[config.mk]
export PLATFORM = sky130hd
export DESIGN_NAME = ps2_frame_receiver
export DESIGN_NICKNAME = d
export VERILOG_FILES = /design/src/rtl/ps2_frame_receiver_pkg.sv /design/src/rtl/ps2_frame_receiver_sync_filter.sv /design/src/rtl/ps2_frame_receiver.sv
export SDC_FILE = /design/constraint.sdc
export NUM_CORES = 1
export LEC_CHECK = 0
export BUFFER_PORTS_ARGS = -buffer_cell sky130_fd_sc_hd__buf_2
export CORE_MARGIN = 2
export CORE_UTILIZATION = 45
export CTS_CLUSTER_DIAMETER = 40
export DETAILED_ROUTE_END_ITERATION = 16
export HOLD_SLACK_MARGIN = 0.02
export PLACE_DENSITY_LB_ADDON = 0.3
export SYNTH_ARGS = -nofsm -noshare
export SYNTH_HDL_FRONTEND = slang
export SYNTH_SLANG_ARGS = --single-unit
[constraint.sdc]
create_clock -name clk -period 4.3 [get_ports clk]
set_input_delay 1.075 -clock clk [delete_from_list [all_inputs] [get_ports clk]]
set_output_delay 1.075 -clock clk [all_outputs]
set_load 0.02 [all_outputs]
[src/rtl/ps2_frame_receiver_pkg.sv]
// Shared definitions for the PS/2 receive path: FSM encodings, frame length and default timing.
// Used by the clock filter and the frame receiver.
package ps2_frame_receiver_pkg;

    typedef enum logic [1:0] {
        S_IDLE   = 2'd0,
        S_DATA   = 2'd1,
        S_PARITY = 2'd2,
        S_STOP   = 2'd3
    } state_e;

    localparam int PS2_FRAME_BITS     = 11;
    localparam int DEF_FILTER_LEN     = 8;
    localparam int DEF_TIMEOUT_CYCLES = 200000;

    // Odd parity: data plus parity bit must contain an odd number of ones.
    function automatic logic parity_ok(input logic [7:0] d, input logic p);
        return ^{d, p};
    endfunction

endpackage

[src/rtl/ps2_frame_receiver_sync_filter.sv]
// 2-flop synchroniser plus debounce for the raw PS/2 clock.
// filt_o follows the synchronised line FILTER_LEN cycles after it settles; shorter pulses are dropped.
module ps2_sync_filter
    import ps2_frame_receiver_pkg::*;
#(
    parameter int FILTER_LEN = DEF_FILTER_LEN
) (
    input  logic clk,
    input  logic rst,
    input  logic raw_i,
    output logic filt_o
);

    localparam int CW = $clog2(FILTER_LEN + 1);

    logic [1:0]    sync_q;
    logic          filt_q;
    logic [CW-1:0] cnt_q;

    always_ff @(posedge clk) begin
        if (!rst) begin
            sync_q <= 2'b11;
            filt_q <= 1'b1;
            cnt_q  <= '0;
        end else begin
            sync_q <= {sync_q[0], raw_i};
            // Count consecutive samples disagreeing with the current output.
            if (sync_q[1] == filt_q) begin
                cnt_q <= '0;
            end else if (cnt_q == CW'(FILTER_LEN - 1)) begin
                filt_q <= sync_q[1];
                cnt_q  <= '0;
            end else begin
                cnt_q <= cnt_q + CW'(1);
            end
        end
    end

    assign filt_o = filt_q;

endmodule

[src/rtl/ps2_frame_receiver.sv]
// PS/2 device-to-host frame receiver: 11-bit frames into checked bytes with parity/stop/timeout errors.
// rx_valid/rx_err pulse in the cycle after the stop-bit event; no backpressure, the consumer must take each pulse.
module ps2_frame_receiver
    import ps2_frame_receiver_pkg::*;
#(
    parameter int FILTER_LEN     = DEF_FILTER_LEN,
    parameter int TIMEOUT_CYCLES = DEF_TIMEOUT_CYCLES
) (
    input  logic       clk,
    input  logic       rst,
    input  logic       ps2_clk,
    input  logic       ps2_data,
    output logic [7:0] rx_data,
    output logic       rx_valid,
    output logic       rx_err,
    output logic       busy
);

    localparam int TW = $clog2(TIMEOUT_CYCLES + 1);

    logic                  fclk;
    logic [1:0]            dsync_q;
    logic [FILTER_LEN-1:0] ddly_q;
    logic                  fclk_prev_q;
    logic                  bit_evt_q;
    logic                  bit_dat_q;

    state_e                state_q;
    logic [2:0]            cnt_q;
    logic [7:0]            shreg_q;
    logic                  par_q;
    logic [TW-1:0]         tmo_q;
    logic [7:0]            rx_data_q;
    logic                  rx_valid_q;
    logic                  rx_err_q;

    ps2_sync_filter #(.FILTER_LEN(FILTER_LEN)) u_clk_filter (
        .clk    (clk),
        .rst    (rst),
        .raw_i  (ps2_clk),
        .filt_o (fclk)
    );

    // Data goes through the same synchroniser depth, then a FILTER_LEN delay so it
    // lines up with the debounced clock edge it belongs to.
    always_ff @(posedge clk) begin
        if (!rst) begin
            dsync_q     <= 2'b11;
            ddly_q      <= '1;
            fclk_prev_q <= 1'b1;
            bit_evt_q   <= 1'b0;
            bit_dat_q   <= 1'b1;
        end else begin
            dsync_q     <= {dsync_q[0], ps2_data};
            ddly_q      <= FILTER_LEN'({ddly_q, dsync_q[1]});
            fclk_prev_q <= fclk;
            bit_evt_q   <= fclk_prev_q & ~fclk;
            bit_dat_q   <= ddly_q[FILTER_LEN-1];
        end
    end

    always_ff @(posedge clk) begin
        if (!rst) begin
            state_q    <= S_IDLE;
            cnt_q      <= '0;
            shreg_q    <= '0;
            par_q      <= 1'b0;
            tmo_q      <= '0;
            rx_data_q  <= '0;
            rx_valid_q <= 1'b0;
            rx_err_q   <= 1'b0;
        end else begin
            rx_valid_q <= 1'b0;
            rx_err_q   <= 1'b0;

            // A bit event always beats the timeout; it only fires on a quiet cycle.
            if (state_q == S_IDLE || bit_evt_q) begin
                tmo_q <= '0;
            end else if (tmo_q == TW'(TIMEOUT_CYCLES - 2)) begin
                tmo_q    <= '0;
                rx_err_q <= 1'b1;
                state_q  <= S_IDLE;
            end else begin
                tmo_q <= tmo_q + TW'(1);
            end

            if (bit_evt_q) begin
                case (state_q)
                    S_IDLE: begin
                        cnt_q <= '0;
                        if (!bit_dat_q) state_q <= S_DATA;
                    end
                    S_DATA: begin
                        shreg_q <= {bit_dat_q, shreg_q[7:1]};
                        if (cnt_q == 3'd7) state_q <= S_PARITY;
                        else               cnt_q   <= cnt_q + 3'd1;
                    end
                    S_PARITY: begin
                        par_q   <= bit_dat_q;
                        state_q <= S_STOP;
                    end
                    S_STOP: begin
                        if (bit_dat_q && parity_ok(shreg_q, par_q)) begin
                            rx_data_q  <= shreg_q;
                            rx_valid_q <= 1'b1;
                        end else begin
                            rx_err_q <= 1'b1;
                        end
                        state_q <= S_IDLE;
                    end
                    default: state_q <= S_IDLE;
                endcase
            end
        end
    end

    assign rx_data  = rx_data_q;
    assign rx_valid = rx_valid_q;
    assign rx_err   = rx_err_q;
    assign busy     = (state_q != S_IDLE);

endmodule
# ---- After elaboration in Yosys (flattened, before gate mapping)
# Cells that the tools add are included.
dict set report word_totals {
  ff_bits 62
  latch_bits 0
  mem_bits_rw 0
  mem_bits_ro 0
  out_inout_bits 11
  memories 0
}
dict set report classes {
  addsub 3
  mul 0
  n_div 0
  order_cmp 0
  n_eq_ne 8
  n_shift 0
  mux 14
  n_bitwise 4
  reduce_logical 14
}
# op count
set ops {}
lappend ops {{18-bit by 1-bit adder with 18-bit output, second input constant} 1}
lappend ops {{18-bit equality test, second input constant} 1}
lappend ops {{2-bit two-way mux} 5}
lappend ops {{3-bit AND reduction} 3}
lappend ops {{9-bit XOR reduction} 1}
lappend ops {{2-bit one-hot mux with 4 select lines} 1}
lappend ops {{1-bit two-way mux} 6}
lappend ops {{3-bit one-hot mux with 2 select lines} 1}
lappend ops {{2-bit AND reduction} 3}
lappend ops {{3-bit OR reduction} 2}
lappend ops {{4-bit by 1-bit adder with 4-bit output, second input constant} 1}
lappend ops {{2-bit equality test, second input constant} 2}
lappend ops {{4-bit by 3-bit equality test with 1-bit output, second input constant} 1}
lappend ops {{2-bit nonzero test} 2}
lappend ops {{3-bit by 1-bit adder with 3-bit output, second input constant} 1}
lappend ops {{3-bit equality test, second input constant} 1}
lappend ops {{3-bit two-way mux} 1}
lappend ops {{1-bit NOT} 3}
lappend ops {{2-bit by 1-bit equality test with 1-bit output, second input constant} 1}
lappend ops {{2-bit zero test} 1}
lappend ops {{2-bit != test, second input constant} 1}
lappend ops {{1-bit AND} 1}
lappend ops {{1-bit equality test} 1}
lappend ops {{1-bit logical AND} 1}
lappend ops {{1-bit logical OR} 1}

# ---- Longest topological paths before layout
# Gate-level depths: netlist of the first run.
dict set report depth {
  depth_word 6
  ltp_mapped 8
}

# ---- Modules after synthesis
# A second synthesis of the first run with hierarchy kept.
dict set report hier_totals {
  cells_unflattened 266
  area_unflattened_um2 2558.7
}
# mod instances cells_each area_each_um2 seq_area_each_um2
set by_module_without_submodules {}
lappend by_module_without_submodules {ps2_frame_receiver 1 243 2313.5 1101.1}
lappend by_module_without_submodules {ps2_sync_filter 1 23 245.2 140.1}

# ---- Worst setup path after synthesis of the first run
# No wires, ideal clock.
dict set report synth_timing {
  kind {register to output}
  startpoint {register state_q[0]}
  endpoint {output port busy}
  t_arrival_ps 754
  path_slack_ps 2471
  stages_incl_launch_ff 4
  n_path_buf 1
  path_cell_list {dfxtp_1 > clkbuf_1 > nor2_1 > inv_1}
}
dict set report synth_between {
  elab_chain_cells 1
}
# element line
set synth_rtl {}
lappend synth_rtl {{start, declared} ps2_frame_receiver.sv:28} ;# state_e state_q;
lappend synth_rtl {{start signal, assigned} ps2_frame_receiver.sv:64} ;# state_q <= S_IDLE;
lappend synth_rtl {{start signal, assigned} ps2_frame_receiver.sv:82} ;# state_q <= S_IDLE;
lappend synth_rtl {{start signal, assigned} ps2_frame_receiver.sv:91} ;# if (!bit_dat_q) state_q <= S_DATA;
lappend synth_rtl {{2-bit nonzero test} ps2_frame_receiver.sv:120} ;# assign busy = (state_q != S_IDLE);
lappend synth_rtl {{end, declared} ps2_frame_receiver.sv:16} ;# output logic busy
# Every way passes these cells.

# ---- Worst setup path after layout of the first run
# Same ends and word-level chain as after synthesis.

==> impl_metrics.ini, run 1 <==
[status]
status = finished, final reports clean

[synthesis]
synth-simple-area-share_pct = 24.8
muxShareOfSynthArea_pct = 4.07
synth_area_per_cell_um2 = 9.26
yosysMostFrequentCell = dfxtp_1
netlist_top_cells_area = dfxtp_1 50%, xnor2_1 5.3%, nand2_1 5.2%
synth_edf_count = 0
synth-main-ff-cell = dfxtp_1
yosysWarnings = 0
synth_compound_area_share_pct = 5.23
yosysSeqAreaShare_pct = 50.4
yosys.area_share.xor_xnor_pct = 9.81
synth.top_cell.area_share_pct = 50.4
async_flop_share_pct = 0
syn-num-nets = 275
synth_top_family_by_area = simple AND/OR/NAND/NOR gates
synth_top_cell_by_area = dfxtp_1
netlist_area_um2 = 2460
synth_cell_types = 29
ys_top_cells_by_count = 62 x dfxtp_1, 34 x nand2_1, 30 x nor2_1
ys_ff_latch = 62
syn_inst = 266
synthAdderAreaFrac_pct = 2.54

[place]
hpwlAfterDp_mm = 2.38
portBuffers = 14
gp_congestion = 0.762
place_worst_setup_slack_ns = 1.79
dp_cells = 341

[worst_setup_path]
timing.reg2reg.setup_slack_ns = 2.33
critical_path_class = reg -> out
cp_max_fo = 18
cpPeakStageDelay_ns = 0.67
cp.arrival_ns = 1.43
worstPathRequired_ns = 3.22
cp_slowest_cell = dfxtp_1
critPathCaptureType = primary output
worstSetupStartpointType = flop
crit_chain = nor2_1, inv_1, buf_2
critical-path-top-delay-family = flip-flops
path_buf_inv = 2

[cts]
cts_tree = yes
root_buffer = clkbuf_8
cts_sinks = 62
postCtsHoldBufs = 0
clkLatencyLatePin_ns = 0.34
post_cts_buffers = 0
clkTransAtPathRegs_ns = 0.07
h-tree-depth = 3
numCtsBuffers = 9
clk_path_buf_depth = 2
cts_resized = 0

[run]
drv_cap = 0

[final_layout]
stdcell_count = 357
area_growth_pct = 13.0
nNetsFinal = 291
drive_above_1_share_pct = 10.1
nFillCells = 486
diodes = 0

[sta]
rsz0062_at_grt = no
setup_tns_ns = 0
timing.fmax_mhz = 399
setup_viol = 0
layout_min_cycle_time_ns = 2.51
worst_slack_ns = 1.79
clock_skew_ns = 0.00860
worst_slew_pin_slew_ns = 0.695
final_hold_viol_count = 0
holdWs_ns = 0.406
drv_slew = 0
finalCritPeriodShare_pct = 58.3
slew_headroom_pct = 53.6

[die]
die_y_um = 78.0
boundaryPins = 15
placementRows = 26
core_um2 = 5200
die_x_um = 78.0
dieArea_um2 = 6080
initial_core_util_pct = 47.3

[route]
ant_nets = 0
viasPerCell = 4.77
first_pass_iters = 4
postRouteWirelength_mm = 3.77
detail_route.wl_per_cell_um = 10.6
num_vias = 1704
drt_iter0_drc = 93
drcViolationCount = 0

[global_route]
grt_antenna_before_repair = 0
gr-total-overflow = 0
grt_max_degree = 51
grt_usage_pct = 14.1
grt_pass1_wl_mm = 6.55
grt_pass1_vias = 1507

[power_and_ir_drop]
p_leak_nw = 1.03
cellPowerDensity_nw_per_um2 = 395
ir_drop_mv = 0.248
power.total_w = 0.00110

[hold_path]
hold_class = reg -> reg
[worst reg2reg max path, stage by stage, from the launching register on]
cell and delay (ns):
dfxtp_1 0.39, xor2_1 0.17, xnor3_1 0.41, xnor2_1 0.19, and3_1 0.50, mux2i_1 0.25
[cell usage in the layout (no fill, tap or decap), drive strengths merged]
cell type  instances
dfxtp             62
nand2             34
nor2              30
nand3             21
xnor2             15
buf               15
nand2b            14
clkbuf            13
a21boi            11
xor2              10
mux2i             10
inv                8
and3               8
nor3               6
nor2b              5
ha                 5
nand3b             3
nand4              2
o21ai              2
a22oi              2
nand4bb            1
nor4b              1
nor4               1
xnor3              1
and2               1
o21a               1
o311ai             1
a21oi              1
bufinv             1
clkinvlp           1
clkinv             1
[path summary, 6_finish.rpt]
kind / startpoint / end / cells past startpoint
min reg2reg: ddly_q[4]$_SDFF_PN1_ / ddly_q[5]$_SDFF_PN1_ / 1
max: state_q[0]$_SDFF_PN0_ / busy / 3
max reg2reg: shreg_q[6]$_SDFFE_PN0P_ / rx_data[1]$_SDFFE_PN0P_ / 5
min: ddly_q[4]$_SDFF_PN1_ / ddly_q[5]$_SDFF_PN1_ / 1
[state kept, by name, summed over array words and instances, names as in the netlist, 2 cells and up]
register,cells
dsync_q,2
rx_data,8
cnt_q,3
shreg_q,8
state_q,2
ddly_q,8
tmo_q,18
u_clk_filter.cnt_q,4
u_clk_filter.sync_q,2
[report_power, final]
part	total [W]	internal (W)	switching, W
combinational	0.0000119	0.00000480	0.00000710
clock	0.000510	0.000299	0.000211
sequential	0.000578	0.000577	0.000000824
[cell families after synthesis]
family                     after synthesis
xor gates and xnor gates                26
muxes                                   10
adders and majority gates                5
buffers and inverters                   18
and+or+nand+nor                        127
DFF                                     62
AOI/OAI and AO/OA                       18
[cell type report]
cell class	count	area [um2]	area share (%)
sequential	62	1240	44.6
multi-input combinational	186	1140	41.1
clock buffer	13	159	5.71
tap	70	87.6	3.15
timing repair buffer	15	77.6	2.79
clock inverter	3	42.5	1.53
inverter	8	30.0	1.08
[metal layers]
metal | part of all wire [%] | up-vias | track usage, % | wire (um)
met5 | 0 | - | 0 | 0
met4 | 3.2 | 0 | 10.5 | 121
met3 | 4.2 | 9 | 5.35 | 157
met2 | 42 | 25 | 21.2 | 1590
met1 | 50 | 763 | 16.3 | 1900
li1 | - | 907 | - | -
[stage by stage]
step | area [um2] | util, %
floorplan | 2460 | -
global placement | 2580 | 49.6
detailed placement | 2580 | 49.6
CTS | 2780 | 53.5
global route | 2780 | 53.5
finish | 2780 | 53.5
Note: power is estimated with default switching activity, not from simulation.
==> inputs of run 2 (changes only) <==
==> constraint.sdc (replaced) <==
create_clock -name clk -period 2.1 [get_ports clk]
set_input_delay 0.525 -clock clk [delete_from_list [all_inputs] [get_ports clk]]
set_output_delay 0.525 -clock clk [all_outputs]
set_load 0.02 [all_outputs]
==> run 2 against run 1 <==
Clock power grew 100%. Clock skew grew 0.0035 ns. Combinational power grew 110%. Critical path type unchanged. Critical endpoint unchanged. Highest routed layer unchanged.
==> impl_metrics.ini, run 2 (synthesized netlist as in run 1, its figures left out) <==
[sta]
clock_skew_ns = 0.0121
worst_slack_ns = 0.153
final_hold_viol_count = 0
rsz0062_at_grt = no
timing.fmax_mhz = 514
setup_tns_ns = 0
layout_min_cycle_time_ns = 1.95
worst_slew_pin_slew_ns = 0.552
slew_headroom_pct = 63.2
finalCritPeriodShare_pct = 92.7
drv_slew = 0
setup_viol = 0

[worst_setup_path]
critical_path_class = reg -> out
cpPeakStageDelay_ns = 0.67
critical-path-top-delay-family = flip-flops
critPathCaptureType = primary output
cp.arrival_ns = 1.42
crit_chain = nor2_1, inv_1, buf_2
worstPathRequired_ns = 1.57
cp_slowest_cell = dfxtp_1
r2r-end = rx_data[7]$_SDFFE_PN0P_
cp_max_fo = 18
worstSetupStartpointType = flop
r2r_start = shreg_q[5]$_SDFFE_PN0P_
timing.reg2reg.setup_slack_ns = 0.34
path_buf_inv = 2
ff2ff_path_depth = 6

[route]
detail_route.wl_per_cell_um = 10.7
viasPerCell = 4.80
drt_iter0_drc = 69
num_vias = 1729
drcViolationCount = 0
first_pass_iters = 4
postRouteWirelength_mm = 3.84
ant_nets = 0

[cts]
cts_tree = yes
cts_resized = 0
post_cts_buffers = 0
postCtsHoldBufs = 0
root_buffer = clkbuf_8
clkTransAtPathRegs_ns = 0.07
h-tree-depth = 3
clk_path_buf_depth = 2
clkLatencyLatePin_ns = 0.33
numCtsBuffers = 9
cts_sinks = 62

[power_and_ir_drop]
sw_frac_of_total_pct = 20.6
p_int_w = 0.00177
cellPowerDensity_nw_per_um2 = 795
p_leak_nw = 1.04
switching_power_w = 0.000459
seq_power_share_pct = 53.0
combPwrFrac_pct = 1.1
clockPowerShare_pct = 45.9
ir_drop_mv = 0.499

[die]
initial_core_util_pct = 47.3
die_x_um = 78.0
die_y_um = 78.0
dieArea_um2 = 6080
core_um2 = 5200
placementRows = 26
boundaryPins = 15

[hold_path]
worstHoldEndpoint = dsync_q[0]$_SDFF_PN1_
min_path_cells = 2
hold_class = in -> reg
hp-start = ps2_data

[place]
hpwlAfterDp_mm = 2.53
gp_congestion = 0.727
place_worst_setup_slack_ns = 0.346
portBuffers = 14

[global_route]
gr-total-overflow = 0
grt_antenna_before_repair = 0
grt_usage_pct = 14.3
grt_max_degree = 44
grt_pass1_wl_mm = 6.89
grt_pass1_vias = 1623

[final_layout]
largest_register_ff_count = 18
area_growth_pct = 13.9
drive_above_1_share_pct = 11.4
nNetsFinal = 294
final_cell_mix = 62 x dfxtp_1, 34 x nand2_1, 30 x nor2_1
final_common_cell = dfxtp_1
top_register = tmo_q
diodes = 0

[run]
drv_cap = 0

[status]
status = finished, final reports clean
-- run 2: worst max-delay path by stage --
stage	from	endpoint	depth (start not counted)	slack, ns
after floorplan	shreg_q[6]$_SDFFE_PN0P_	rx_data[0]$_SDFFE_PN0P_	6	0.48
after global placement	shreg_q[6]$_SDFFE_PN0P_	rx_data[1]$_SDFFE_PN0P_	6	0.38
after detailed placement	shreg_q[5]$_SDFFE_PN0P_	rx_data[2]$_SDFFE_PN0P_	6	0.35
after CTS	state_q[0]$_SDFF_PN0_	busy	3	0.14
after global routing	state_q[0]$_SDFF_PN0_	busy	3	0.007
final	state_q[0]$_SDFF_PN0_	busy	3	0.15
-- run 2: power groups by stage --
stage	sequential (W)	clock [W]	combinational (W)
2_1_floorplan	0.00121	0	0.0000185
3_3_place_gp	0.00121	0	0.0000250
3_5_place_dp	0.00121	0	0.0000255
4_1_cts	0.00118	0.00105	0.0000255
5_1_grt	0.00118	0.00109	0.0000280
6_report	0.00118	0.00102	0.0000248
-- run 2: stage by stage --
step / util [%] / power (W) / std cells / instance area, um2 / hold slack, ns
6_report: 53.9 / 0.00223 / 360 / 2800 / 0.376
3_5_place_dp: 50.0 / 0.00123 / 344 / 2600 / 0.392
5_1_grt: 53.9 / 0.00230 / 360 / 2800 / 0.375
4_1_cts: 53.9 / 0.00226 / 360 / 2800 / 0.365
3_3_place_gp: 50.0 / 0.00123 / 344 / 2600 / 0.388
2_1_floorplan: - / 0.00123 / 266 / 2460 / 0.386
-- run 2: per-layer routing --
metal | wire (um) | track usage, % | share of wire, %
met5 | 0 | 0 | 0
met4 | 80 | 8.07 | 2.1
met3 | 134 | 4.30 | 3.5
met2 | 1660 | 22.9 | 43
met1 | 1960 | 17.1 | 51
-- run 2: layout make-up --
type | instances | area (um2)
Tap cell | 70 | 87.6
Clock inverter | 5 | 58.8
Clock buffer | 11 | 141
Timing Repair Buffer | 18 | 100
Sequential cell | 62 | 1240
Inverter | 8 | 30.0
Fill cell | 476 | 2400
Multi-Input combinational cell | 186 | 1140
==> inputs of run 3 (changes only) <==
--- a/config.mk
+++ b/config.mk
@@ -11,7 +11,7 @@
 export CTS_CLUSTER_DIAMETER = 40
 export DETAILED_ROUTE_END_ITERATION = 16
 export HOLD_SLACK_MARGIN = 0.02
-export PLACE_DENSITY_LB_ADDON = 0.3
+export PLACE_DENSITY_LB_ADDON = 0.2
 export SYNTH_ARGS = -nofsm -noshare
 export SYNTH_HDL_FRONTEND = slang
 export SYNTH_SLANG_ARGS = --single-unit
==> run 3 against run 2 <==
Sequential share of layout area fell by 0.45 points. Final cell count rose by 0.28%. Critical path depth rose by 3. Die area did not move. Worst setup slack improved by 0.039 ns. Final area rose by 1.0%. Critical endpoint is now rx_data[7]$_SDFFE_PN0P_. Largest power group unchanged.
==> impl_metrics.ini, run 3 (synthesized netlist as in run 1, its figures left out) <==
[hold_path]
hold_class = in -> reg
hp-start = ps2_data

[cts]
cts_sinks = 62
numCtsBuffers = 9
root_buffer = clkbuf_8
postCtsHoldBufs = 0
clk_path_buf_depth = 2
cts_tree = yes
h-tree-depth = 3
clkLatencyLatePin_ns = 0.33
clkTransAtPathRegs_ns = 0.07

[final_layout]
nFillCells = 499
top_register = tmo_q
nNetsFinal = 295
area_growth_pct = 15.0
final_common_cell = dfxtp_1
multiInputGateArea_um2 = 1150
largest_register_ff_count = 18
diodes = 0
final_cell_mix = 62 x dfxtp_1, 34 x nand2_1, 30 x nor2_1
drive_above_1_share_pct = 12.4
regArea_um2 = 1240

[worst_setup_path]
crit_chain = xor2_1, xnor3_1, xnor2_1, and3_2, buf_4, mux2i_1
cp.depth = 6
path_buf_inv = 1
cp-endpoint = rx_data[7]$_SDFFE_PN0P_
cp_slowest_cell = xnor3_1
critical_path_class = reg -> reg
r2r_start = shreg_q[6]$_SDFFE_PN0P_
cpPeakStageDelay_ns = 0.42
ff2ff_path_depth = 6
cp.arrival_ns = 2.16
worstPathRequired_ns = 2.35
worstSetupStartpointType = flop
cp_max_fo = 6
timing.reg2reg.setup_slack_ns = 0.19
critical-path-top-delay-family = XOR/XNOR gates
critPathCaptureType = flop
startpoint = shreg_q[6]$_SDFFE_PN0P_
r2r-end = rx_data[7]$_SDFFE_PN0P_

[die]
core_um2 = 5200
die_x_um = 78.0
dieArea_um2 = 6080
placementRows = 26
boundaryPins = 15
die_y_um = 78.0
initial_core_util_pct = 47.3

[sta]
final_hold_viol_count = 0
finalCritPeriodShare_pct = 90.9
layout_min_cycle_time_ns = 1.91
slew_headroom_pct = 77.5
worst_slew_pin_slew_ns = 0.334
rsz0062_at_grt = no
setup_viol = 0
drv_slew = 0
timing.fmax_mhz = 524
clock_skew_ns = 0.00902
setup_tns_ns = 0

[route]
num_vias = 1747
drt_iter0_drc = 65
detail_route.wl_per_cell_um = 11.4
ant_nets = 0
drcViolationCount = 0
postRouteWirelength_mm = 4.11
viasPerCell = 4.84
first_pass_iters = 4

[place]
gp_congestion = 0.719
portBuffers = 14
hpwlAfterDp_mm = 2.71

[status]
status = finished, final reports clean

[global_route]
grt_antenna_before_repair = 0
use_met3_pct = 4.53
grt_max_degree = 34
grtUsageMet2_pct = 23.4
grtUsageMet1_pct = 18.3
gr-total-overflow = 0
grt_pass1_vias = 1611
grt_usage_pct = 14.8
top_usage_layer = met2
grt_pass1_wl_mm = 7.16

[run]
drv_cap = 0

[power_and_ir_drop]
ir_drop_mv = 0.428
power.total_w = 0.00228
cellPowerDensity_nw_per_um2 = 805
p_leak_nw = 1.05
-- run 3: cell types whose count changed in the layout (fill, tap and decap cells not counted) --
cell        previous run  this run
and3_2                 0         1
clkbuf_1               1         0
buf_12                 0         1
clkinvlp_4             2         3
and3_1                 8         7
inv_6                  0         1
clkinv_2               1         0
-- run 3: layout make-up --
cell class,instances,area share [%]
Tap cell,70,3.09
Clock inverter,6,2.47
Sequential cell,62,43.8
Multi-Input combinational cell,186,40.5
Clock buffer,10,4.86
Timing Repair Buffer,19,4.24
Inverter,8,1.06
-- run 3: worst min path at each step --
stage / to / slack, ns / cells past startpoint
after floorplan: bit_dat_q$_SDFF_PN1_ / 0.39 / 1
after global placement: bit_dat_q$_SDFF_PN1_ / 0.39 / 1
after detailed placement: ddly_q[1]$_SDFF_PN1_ / 0.39 / 1
after CTS: dsync_q[0]$_SDFF_PN1_ / 0.37 / 2
after global routing: dsync_q[0]$_SDFF_PN1_ / 0.37 / 2
final: dsync_q[0]$_SDFF_PN1_ / 0.38 / 2
-- run 3: power by group --
part | total [W] | switching, W | internal (W)
Combinational | 0.0000278 | 0.0000156 | 0.0000122
Clock | 0.00107 | 0.000483 | 0.000586
Sequential | 0.00118 | 0.00000153 | 0.00118
Total | 0.00228 | 0.000500 | 0.00178
-- run 3: stage by stage --
step           hold slack, ns  util, %  std cells  setup WS, ns  area (um2)
2_1_floorplan           0.386        -        266         0.479        2460
3_3_place_gp            0.388     50.4        345         0.247        2620
3_5_place_dp            0.392     50.4        345         0.178        2620
4_1_cts                 0.367     54.4        361         0.126        2830
5_1_grt                 0.372     54.4        361        0.0597        2830
6_report                0.376     54.4        361         0.192        2830
-- run 3: worst register-to-register path: stages (launching register included) --
cell,delay (ns)
dfxtp_1,0.40
xor2_1,0.18
xnor3_1,0.42
xnor2_1,0.19
and3_2,0.27
buf_4,0.18
mux2i_1,0.18
-- run 3: layer usage --
metal,routed length [um],up-vias
li1,-,920
met1,2010,789
met2,1890,30
met3,135,8
met4,79,0
met5,0,-
-- run 3: timing repair --
action                                 CTS  global route
buffers inserted                         0             0
gates resized for setup                  0             1
endpoints found under the hold margin    0             0
setup endpoints to repair                0             2
